===== config.mk =====
export PLATFORM = sky130hd
export DESIGN_NAME = text_link_scheduler
export DESIGN_NICKNAME = d
export VERILOG_FILES = /design/src/rtl/text_link_scheduler.sv
export SDC_FILE = /design/constraint.sdc
export NUM_CORES = 1
export LEC_CHECK = 0
export CAP_MARGIN = 20
export CORE_AREA = 8 8 396 398
export DETAILED_ROUTE_END_ITERATION = 10
export DIE_AREA = 0 0 404 406
export GPL_TIMING_DRIVEN = 0
export HOLD_SLACK_MARGIN = 0.08
export SLEW_MARGIN = 5
export SYNTH_ARGS = -nofsm -noshare
export SYNTH_HDL_FRONTEND = slang
export SYNTH_SLANG_ARGS = --single-unit

===== constraint.sdc =====
create_clock -name clk -period 4.4 [get_ports clk]
set_input_delay 0.88 -clock clk [delete_from_list [all_inputs] [get_ports clk]]
set_output_delay 0.88 -clock clk [all_outputs]
set_load 0.03 [all_outputs]

===== src/rtl/text_link_scheduler.sv =====
// Purpose : moves 64-character frames from a pulse-driven source to a level/ack sink, MAX_FRAMES per transfer.
// Latency : src_frame_ready -> snk_data_valid in 2 cycles; snk_data_received -> next src_data_received in 2 cycles.
// Backpressure: one frame in flight; the source is only asked again after the sink acks; either side stalling for TIMEOUT_CYCLES raises timeout_err.
//
// Ports:
//   clk, reset (async, active-low)            clock / reset
//   start                                     begin a transfer (IDLE, DONE or ERROR only)
//   src_data, src_frame_ready                 frame and its one-cycle ready pulse from the source
//   src_data_received                         one-cycle request for the next source frame
//   snk_data, snk_data_valid                  latched frame to the sink, valid held until ack
//   snk_data_received                         one-cycle ack from the sink
//   frame_count, busy, done, timeout_err      transfer status (all registered)
module text_link_scheduler #(
    parameter int MAX_FRAMES     = 4,
    parameter int TIMEOUT_CYCLES = 1024
) (
    input  logic         clk,
    input  logic         reset,
    input  logic         start,
    input  logic [511:0] src_data,
    input  logic         src_frame_ready,
    output logic         src_data_received,
    output logic [511:0] snk_data,
    output logic         snk_data_valid,
    input  logic         snk_data_received,
    output logic [7:0]   frame_count,
    output logic         busy,
    output logic         done,
    output logic         timeout_err
);

    // Wide enough to hold TIMEOUT_CYCLES itself.
    localparam int TW = $clog2(TIMEOUT_CYCLES + 1);
    localparam logic [TW:0] TO_LIM  = TIMEOUT_CYCLES[TW:0];
    localparam logic [8:0]  MAX_LIM = MAX_FRAMES[8:0];

    typedef enum logic [3:0] {
        S_IDLE,
        S_REQUEST,
        S_WAIT_SRC,
        S_LATCH,
        S_SEND,
        S_WAIT_SNK,
        S_ACK,
        S_DONE,
        S_ERROR
    } state_t;

    state_t         r_state;
    state_t         w_next;
    logic [TW-1:0]  r_tcnt;
    logic [TW:0]    w_tcnt_inc;
    logic           w_tcnt_expired;
    logic [8:0]     w_fc_plus1;
    logic [7:0]     w_fc_sat;

    logic [511:0]   r_snk_data;
    logic           r_snk_data_valid;
    logic           r_src_data_received;
    logic [7:0]     r_frame_count;
    logic           r_busy;
    logic           r_done;
    logic           r_timeout_err;

    assign w_tcnt_inc     = {1'b0, r_tcnt} + 1'b1;
    assign w_tcnt_expired = (w_tcnt_inc >= TO_LIM);
    assign w_fc_plus1     = {1'b0, r_frame_count} + 9'd1;
    assign w_fc_sat       = (&r_frame_count) ? r_frame_count : (r_frame_count + 8'd1);

    // Next state. The expected pulse is tested before the timeout so it wins a tie.
    always_comb begin
        w_next = r_state;
        case (r_state)
            S_IDLE, S_DONE, S_ERROR: if (start) w_next = S_REQUEST;
            S_REQUEST:               w_next = S_WAIT_SRC;
            S_WAIT_SRC: begin
                if (src_frame_ready)     w_next = S_LATCH;
                else if (w_tcnt_expired) w_next = S_ERROR;
            end
            S_LATCH:                 w_next = S_SEND;
            S_SEND:                  w_next = S_WAIT_SNK;
            S_WAIT_SNK: begin
                if (snk_data_received)   w_next = S_ACK;
                else if (w_tcnt_expired) w_next = S_ERROR;
            end
            S_ACK:                   w_next = (w_fc_plus1 == MAX_LIM) ? S_DONE : S_REQUEST;
            default:                 w_next = S_IDLE;
        endcase
    end

    // Outputs are registered from the state being entered, so each one is
    // valid for exactly the cycles spent in that state.
    always_ff @(posedge clk or negedge reset) begin
        if (!reset) begin
            r_state             <= S_IDLE;
            r_tcnt              <= '0;
            r_snk_data          <= '0;
            r_snk_data_valid    <= 1'b0;
            r_src_data_received <= 1'b0;
            r_frame_count       <= 8'd0;
            r_busy              <= 1'b0;
            r_done              <= 1'b0;
            r_timeout_err       <= 1'b0;
        end else begin
            r_state             <= w_next;
            r_src_data_received <= (w_next == S_REQUEST);
            r_snk_data_valid    <= (w_next == S_SEND) || (w_next == S_WAIT_SNK);
            r_busy              <= !(w_next inside {S_IDLE, S_DONE, S_ERROR});
            r_done              <= (w_next == S_DONE);
            r_timeout_err       <= (w_next == S_ERROR);

            // Capture leaves LATCH together with valid rising, keeping
            // snk_data stable for the whole valid window.
            if (r_state == S_LATCH) r_snk_data <= src_data;

            case (r_state)
                S_IDLE, S_DONE, S_ERROR: begin
                    if (start) begin
                        r_frame_count <= 8'd0;
                        r_tcnt        <= '0;
                    end
                end
                S_WAIT_SRC: if (!src_frame_ready)   r_tcnt <= w_tcnt_inc[TW-1:0];
                S_LATCH:                            r_tcnt <= '0;
                S_WAIT_SNK: if (!snk_data_received) r_tcnt <= w_tcnt_inc[TW-1:0];
                S_ACK: begin
                    r_frame_count <= w_fc_sat;
                    r_tcnt        <= '0;
                end
                default: ;
            endcase
        end
    end

    assign snk_data          = r_snk_data;
    assign snk_data_valid    = r_snk_data_valid;
    assign src_data_received = r_src_data_received;
    assign frame_count       = r_frame_count;
    assign busy              = r_busy;
    assign done              = r_done;
    assign timeout_err       = r_timeout_err;

endmodule

Yosys cells after proc, flatten, opt, wreduce, memory -nomap -nowiden
Index checks and enable logic that the tools add are counted.
{"block": "classes", "n_addsub": 3, "n_lt_le_gt_ge": 1, "eq_ne": 18, "mux": 13, "n_reduce_logical": 12}
{"operator": "$pmux 11 s4", "count": 1}
{"operator": "$mux 11", "count": 3}
{"operator": "$eq 4x3->1 const B", "count": 7}
{"operator": "$pmux 4 s7", "count": 1}
{"operator": "$mux 4", "count": 4}
{"operator": "$mux 8", "count": 2}
{"operator": "$pmux 8 s2", "count": 1}
{"operator": "$add 11x1->12 const B", "count": 1}
{"operator": "$ge 12x11->1 const B", "count": 1}
{"operator": "$add 8x1->9 const B", "count": 1}
{"operator": "$eq 9x3->1 const B", "count": 1}
{"operator": "$add 8x1->8 const B", "count": 1}
{"operator": "$eq 4x1->1 const B", "count": 2}
{"operator": "$eq 4x2->1 const B", "count": 2}
{"operator": "$eq 4x4->1 const B", "count": 2}
{"operator": "$logic_not 4->1", "count": 2}
{"operator": "$ne 2x2->1 const B", "count": 4}
{"operator": "$reduce_and 8->1", "count": 1}
{"operator": "$reduce_and 4->1", "count": 1}
{"operator": "$reduce_bool 4->1", "count": 1}
{"operator": "$mux 3", "count": 1}
{"operator": "$reduce_and 3->1", "count": 1}
{"operator": "$reduce_bool 3->1", "count": 1}
{"operator": "$reduce_or 3->1", "count": 1}
{"operator": "other kinds (4)", "count": 4}
{"block": "word_totals", "reg_bits": 540, "in_bits": 517, "out_inout_bits": 525}

Longest topological paths before layout
{"block": "depth", "ltp_word": 8, "depth_mapped": 8}

Least setup slack after synthesis
Ideal clock, no wire load.
{"block": "synth_timing", "path_type": "input -> register", "startpoint": "input port start", "endpoint": "register r_busy, in the netlist busy", "setup_ps": 125, "arrival_time_ps": 2082, "setup_slack_ps": 2193, "path_stages": 7, "n_path_buf": 1, "path_cell_list": "buf_4 -> and2b_1 -> o21ai_0 -> o21ai_0 -> a21bo_2 -> o21a_1 -> mux2_4"}
{"block": "synth_via", "elab_chain_len": 5, "elab_cells_between_ends": 7, "classes_between": "eq/ne: 2; mux: 2; reduce/logical: 3"}
{"item": "start, declared", "line": "19", "text": "input logic start,"}
{"item": "$mux 4 *", "line": "74", "text": "S_IDLE, S_DONE, S_ERROR: if (start) w_next = S_REQUEST;"}
{"item": "$pmux 4 s7 *", "line": "73", "text": "case (r_state)"}
{"item": "$eq 4x3->1, or another cell as far along", "line": "108", "text": "r_busy <= !(w_next inside {S_IDLE, S_DONE, S_ERROR});"}
{"item": "$reduce_bool 3->1 *", "line": "108"}
{"item": "$logic_not 1->1 *", "line": "108"}
{"item": "end signal, assigned", "line": "108"}
{"item": "end, declared", "line": "61", "text": "logic r_busy;"}
Mark *: on every way between the ends. The rest lies on a longest branch, timed or not.
A chain may end at the register's enable or synchronous reset.

Worst setup path after layout
{"block": "layout_timing", "startpoint": "register r_state[3]", "endpoint": "register r_snk_data[118], in the netlist snk_data[118]"}
{"block": "layout_via", "elab_chain_len": 1}
{"item": "start, declared", "line": "49", "text": "state_t r_state;"}
{"item": "start signal, assigned", "line": "105", "text": "r_state <= w_next;"}
{"item": "$eq 4x2->1", "line": "114", "text": "if (r_state == S_LATCH) r_snk_data <= src_data;"}
{"item": "end signal, assigned", "line": "114"}
{"item": "end, declared", "line": "57", "text": "logic [511:0] r_snk_data;"}
No other way between the ends.

==> impl_results.md <==
- Max Cap Viol: 0
- Cell area after layout: 0.0360 mm²
- DRT Pass-1 Iters: 4
- Cts hold-fix bufs: 0
- Setup Fix Bufs, Post-CTS: 0
- Port buffer count: 1,040
- Post-Synthesis Cells: 1,275
- Final Max Slew Viols: 0
- Detailed-route via count: 16,200
- Synthesized cell area: 0.0206 mm²
- Synthesized area per cell: 16.1 µm²
- CP Launch Type: flip-flop
- Crit Path Category: flip-flop to flip-flop
- Clk_skew: 22.4 ps
- Initial core utilization: 0.136
- Largest net degree at the start of global routing: 105
- Overflow after GRT: 0
- H-tree depth: 3
- Die H: 406 µm
- Final Hold Slack: 283 ps
- Share of the synthesized area in the top cell type: 0.657
- Wire per inst: 28.5 µm
- Io pins: 1,042
- Clock slew at reported path FFs: 60 ps
- Nets: 2,912
- DRT iter0 DRCs: 968
- Ranking of synthesized cells by area: dfrtp_1 (66%), mux2_2 (28%), buf_2 (1.4%)
- Syn_nets: 1,795
- Data arrival time of the critical path: 3530 ps
- Root Driver: clkbuf_16
- CTS tree: yes
- Max-slew headroom: 0.436
- Kind of end point of the critical path: flip-flop
- Resized cells post-CTS: 0
- First-pass GRT wire length: 164 mm
- Final worst setup slack: 1380 ps
- Placed instance count: 4,350
- Final TNS setup: 0 ps
- DRC Markers: 0
- Reg-to-Reg Start: r_state[3]$_DFF_PN0_
- Required @ worst endpoint: 4910 ps
- Sequential fraction of the synthesis area: 0.657
- Routed WL: 128 mm
- R2R depth: 6
- Tot GR Track Use: 0.148
- End point of the critical path: snk_data[118]$_DFFE_PN0P_
- Layout filler cell count: 15,900
- Least-Margin Pin Slew: 843 ps
- Gpl congestion: 0.901
- Vias in the first global route: 16,700
- Fmax: 331 MHz
- Full die area: 0.164 mm²
- Worst-path fanout max: 10
- Layout cells sized above 1: 0.286
- Hold Crit Class: primary input to async pin
- CORE AREA: 0.151 mm²
- DIE WIDTH: 404 µm
- #FFs+latches synth: 540
- YS warnings: 0
- Crit path launch: r_state[3]$_DFF_PN0_
- Final Util: 0.239
- Reg2Reg Capture Point: snk_data[118]$_DFFE_PN0P_
- Max clock buf depth: 3
- Synth-to-layout area growth: 75.0%
- EDFF count, synth: 0
- Routed Antenna Nets: 0
- RSZ-0062 raised after global routing: false
- Setup Viol. Count Final: 0
- Hold Vio Cnt, Final: 0
- Clock sink count: 540
- Pwr dens: 871 mW/mm²
- Worst IR Drop VDD: 0.419 mV
- Crit path time final: 3020 ps
- Top FF cell, synth: dfrtp_1
- Netlist cell types: 50
- Cell Count, Final, Fillers Out: 4,494
- Status: finished clean
- Pre-CTS setup slack: 1140 ps
- Top cell type by total area after synthesis: dfrtp_1
- Design Power: 31.4 mW
- Post-synth ARST share: 1.00
- Vias per cell: 3.61
- Std-Cell Rows: 143
- Detailed Place HPWL: 109 mm
- CTS Buf Count: 70
- Period utilisation layout: 0.687
- Placed instance area: 0.0337 mm²
- Static leakage: 14.3 nW
- Reg2reg setup slack: 1380 ps
- Latest clock arrival within the worst-skew pair: 650 ps
- Initial antenna violation count: 85
## layout by cell type, fill, tap and decap left out, types with 2 or more instances in the layout
cell             synthesis  final
clkdlybuf4s50_1          0   1039
dfrtp_1                540    540
mux2_2                 512    512
clkbuf_16                0     71
buf_2                   59     59
nand2_1                 28     28
o21ai_0                 26     26
diode_2                  0     20
clkbuf_1                 1     20
nor2_1                  18     18
clkbuf_8                 1     11
nand3_1                  7      7
inv_1                    6      6
a21oi_1                  6      6
clkinv_2                 0      6
nand4_1                  5      5
nor3_1                   5      5
a31oi_1                  5      5
o31ai_1                  5      5
inv_6                    0      5
clkinvlp_4               0      5
buf_16                   0      5
bufinv_16                0      4
o21a_1                   3      3
and3_1                   3      3
nor4_1                   3      3
ha_1                     3      3
buf_4                    2      2
mux2_4                   2      2
and2_1                   2      2
xnor2_1                  2      2
nand2b_1                 2      2
a22o_2                   2      2
o21bai_1                 2      2
and4_1                   2      2
inv_16                   0      2
clkinv_8                 0      2
## cells in the mapped netlist (2+ instances only)
master and instances:
a21oi_1 6, a22o_2 2, a31oi_1 5, and2_1 2, and3_1 3, and4_1 2
buf_2 59, buf_4 2, dfrtp_1 540, ha_1 3, inv_1 6, mux2_2 512
mux2_4 2, nand2_1 28, nand2b_1 2, nand3_1 7, nand4_1 5, nor2_1 18
nor3_1 5, nor4_1 3, o21a_1 3, o21ai_0 26, o21bai_1 2, o31ai_1 5
xnor2_1 2
## area by class of cell
class	instances	area [µm²]	share of cell area
Sequential cell	540	13500	0.375
Timing Repair Buffer	1045	10600	0.293
Multi-Input combinational cell	665	6700	0.186
Tap cell	2030	2540	0.0706
Clock buffer	100	1990	0.0552
Buffer	64	333	0.00925
Clock inverter	24	304	0.00845
Antenna cell	20	50.0	0.00139
Inverter	6	22.5	0.000626
## worst max-delay path, stage by stage (launching register included)
cell,delay (ps)
dfrtp_1,430
inv_1,220
and4_1,210
buf_2,510
buf_2,580
buf_2,490
mux2_2,390
## where the power goes
group / internal, mW / switching (mW) / total, mW / leakage [nW]
Sequential: 7.46 / 1.49 / 8.95 / 6.48
Combinational: 6.99 / 9.62 / 16.6 / 6.71
Clock: 3.41 / 2.40 / 5.81 / 1.11
Total: 17.9 / 13.5 / 31.4 / 14.3
## sequential cells by signal, summed over array words and instances (netlist names)
register	count
busy	1
done	1
frame_count	8
r_state	4
r_tcnt	11
snk_data	512
snk_data_valid	1
src_data_received	1
timeout_err	1
## metal layers
metal | global-route usage | part of all wire | wire length, µm | up-vias
li1 | - | - | - | 6835
met1 | 0.157 | 0.35 | 44600 | 8242
met2 | 0.251 | 0.48 | 61600 | 890
met3 | 0.0915 | 0.14 | 18100 | 246
met4 | 0.0332 | 0.028 | 3580 | 4
met5 | 0 | 0.00023 | 29 | -
## how the worst min path moves through the flow
stage / startpoint / endpoint / slack (ps)
final: reset / snk_data[496]$_DFFE_PN0P_ / 280
after global routing: reset / snk_data[496]$_DFFE_PN0P_ / 270
after CTS: reset / snk_data[349]$_DFFE_PN0P_ / 210
after detailed placement: r_tcnt[9]$_DFFE_PN0P_ / r_tcnt[9]$_DFFE_PN0P_ / 490
after global placement: r_tcnt[9]$_DFFE_PN0P_ / r_tcnt[9]$_DFFE_PN0P_ / 490
after floorplan: r_tcnt[9]$_DFFE_PN0P_ / r_tcnt[9]$_DFFE_PN0P_ / 450
## logic make-up after synthesis
group	after synthesis	synth area share
flops	540	0.657
mux	514	0.282
simple gates	86	0.0216
buf+inv	70	0.0173
compound gates	59	0.0190
xor+xnor	3	0.00128
fa+ha+maj	3	0.00183
(Power assumes the default switching activity.)
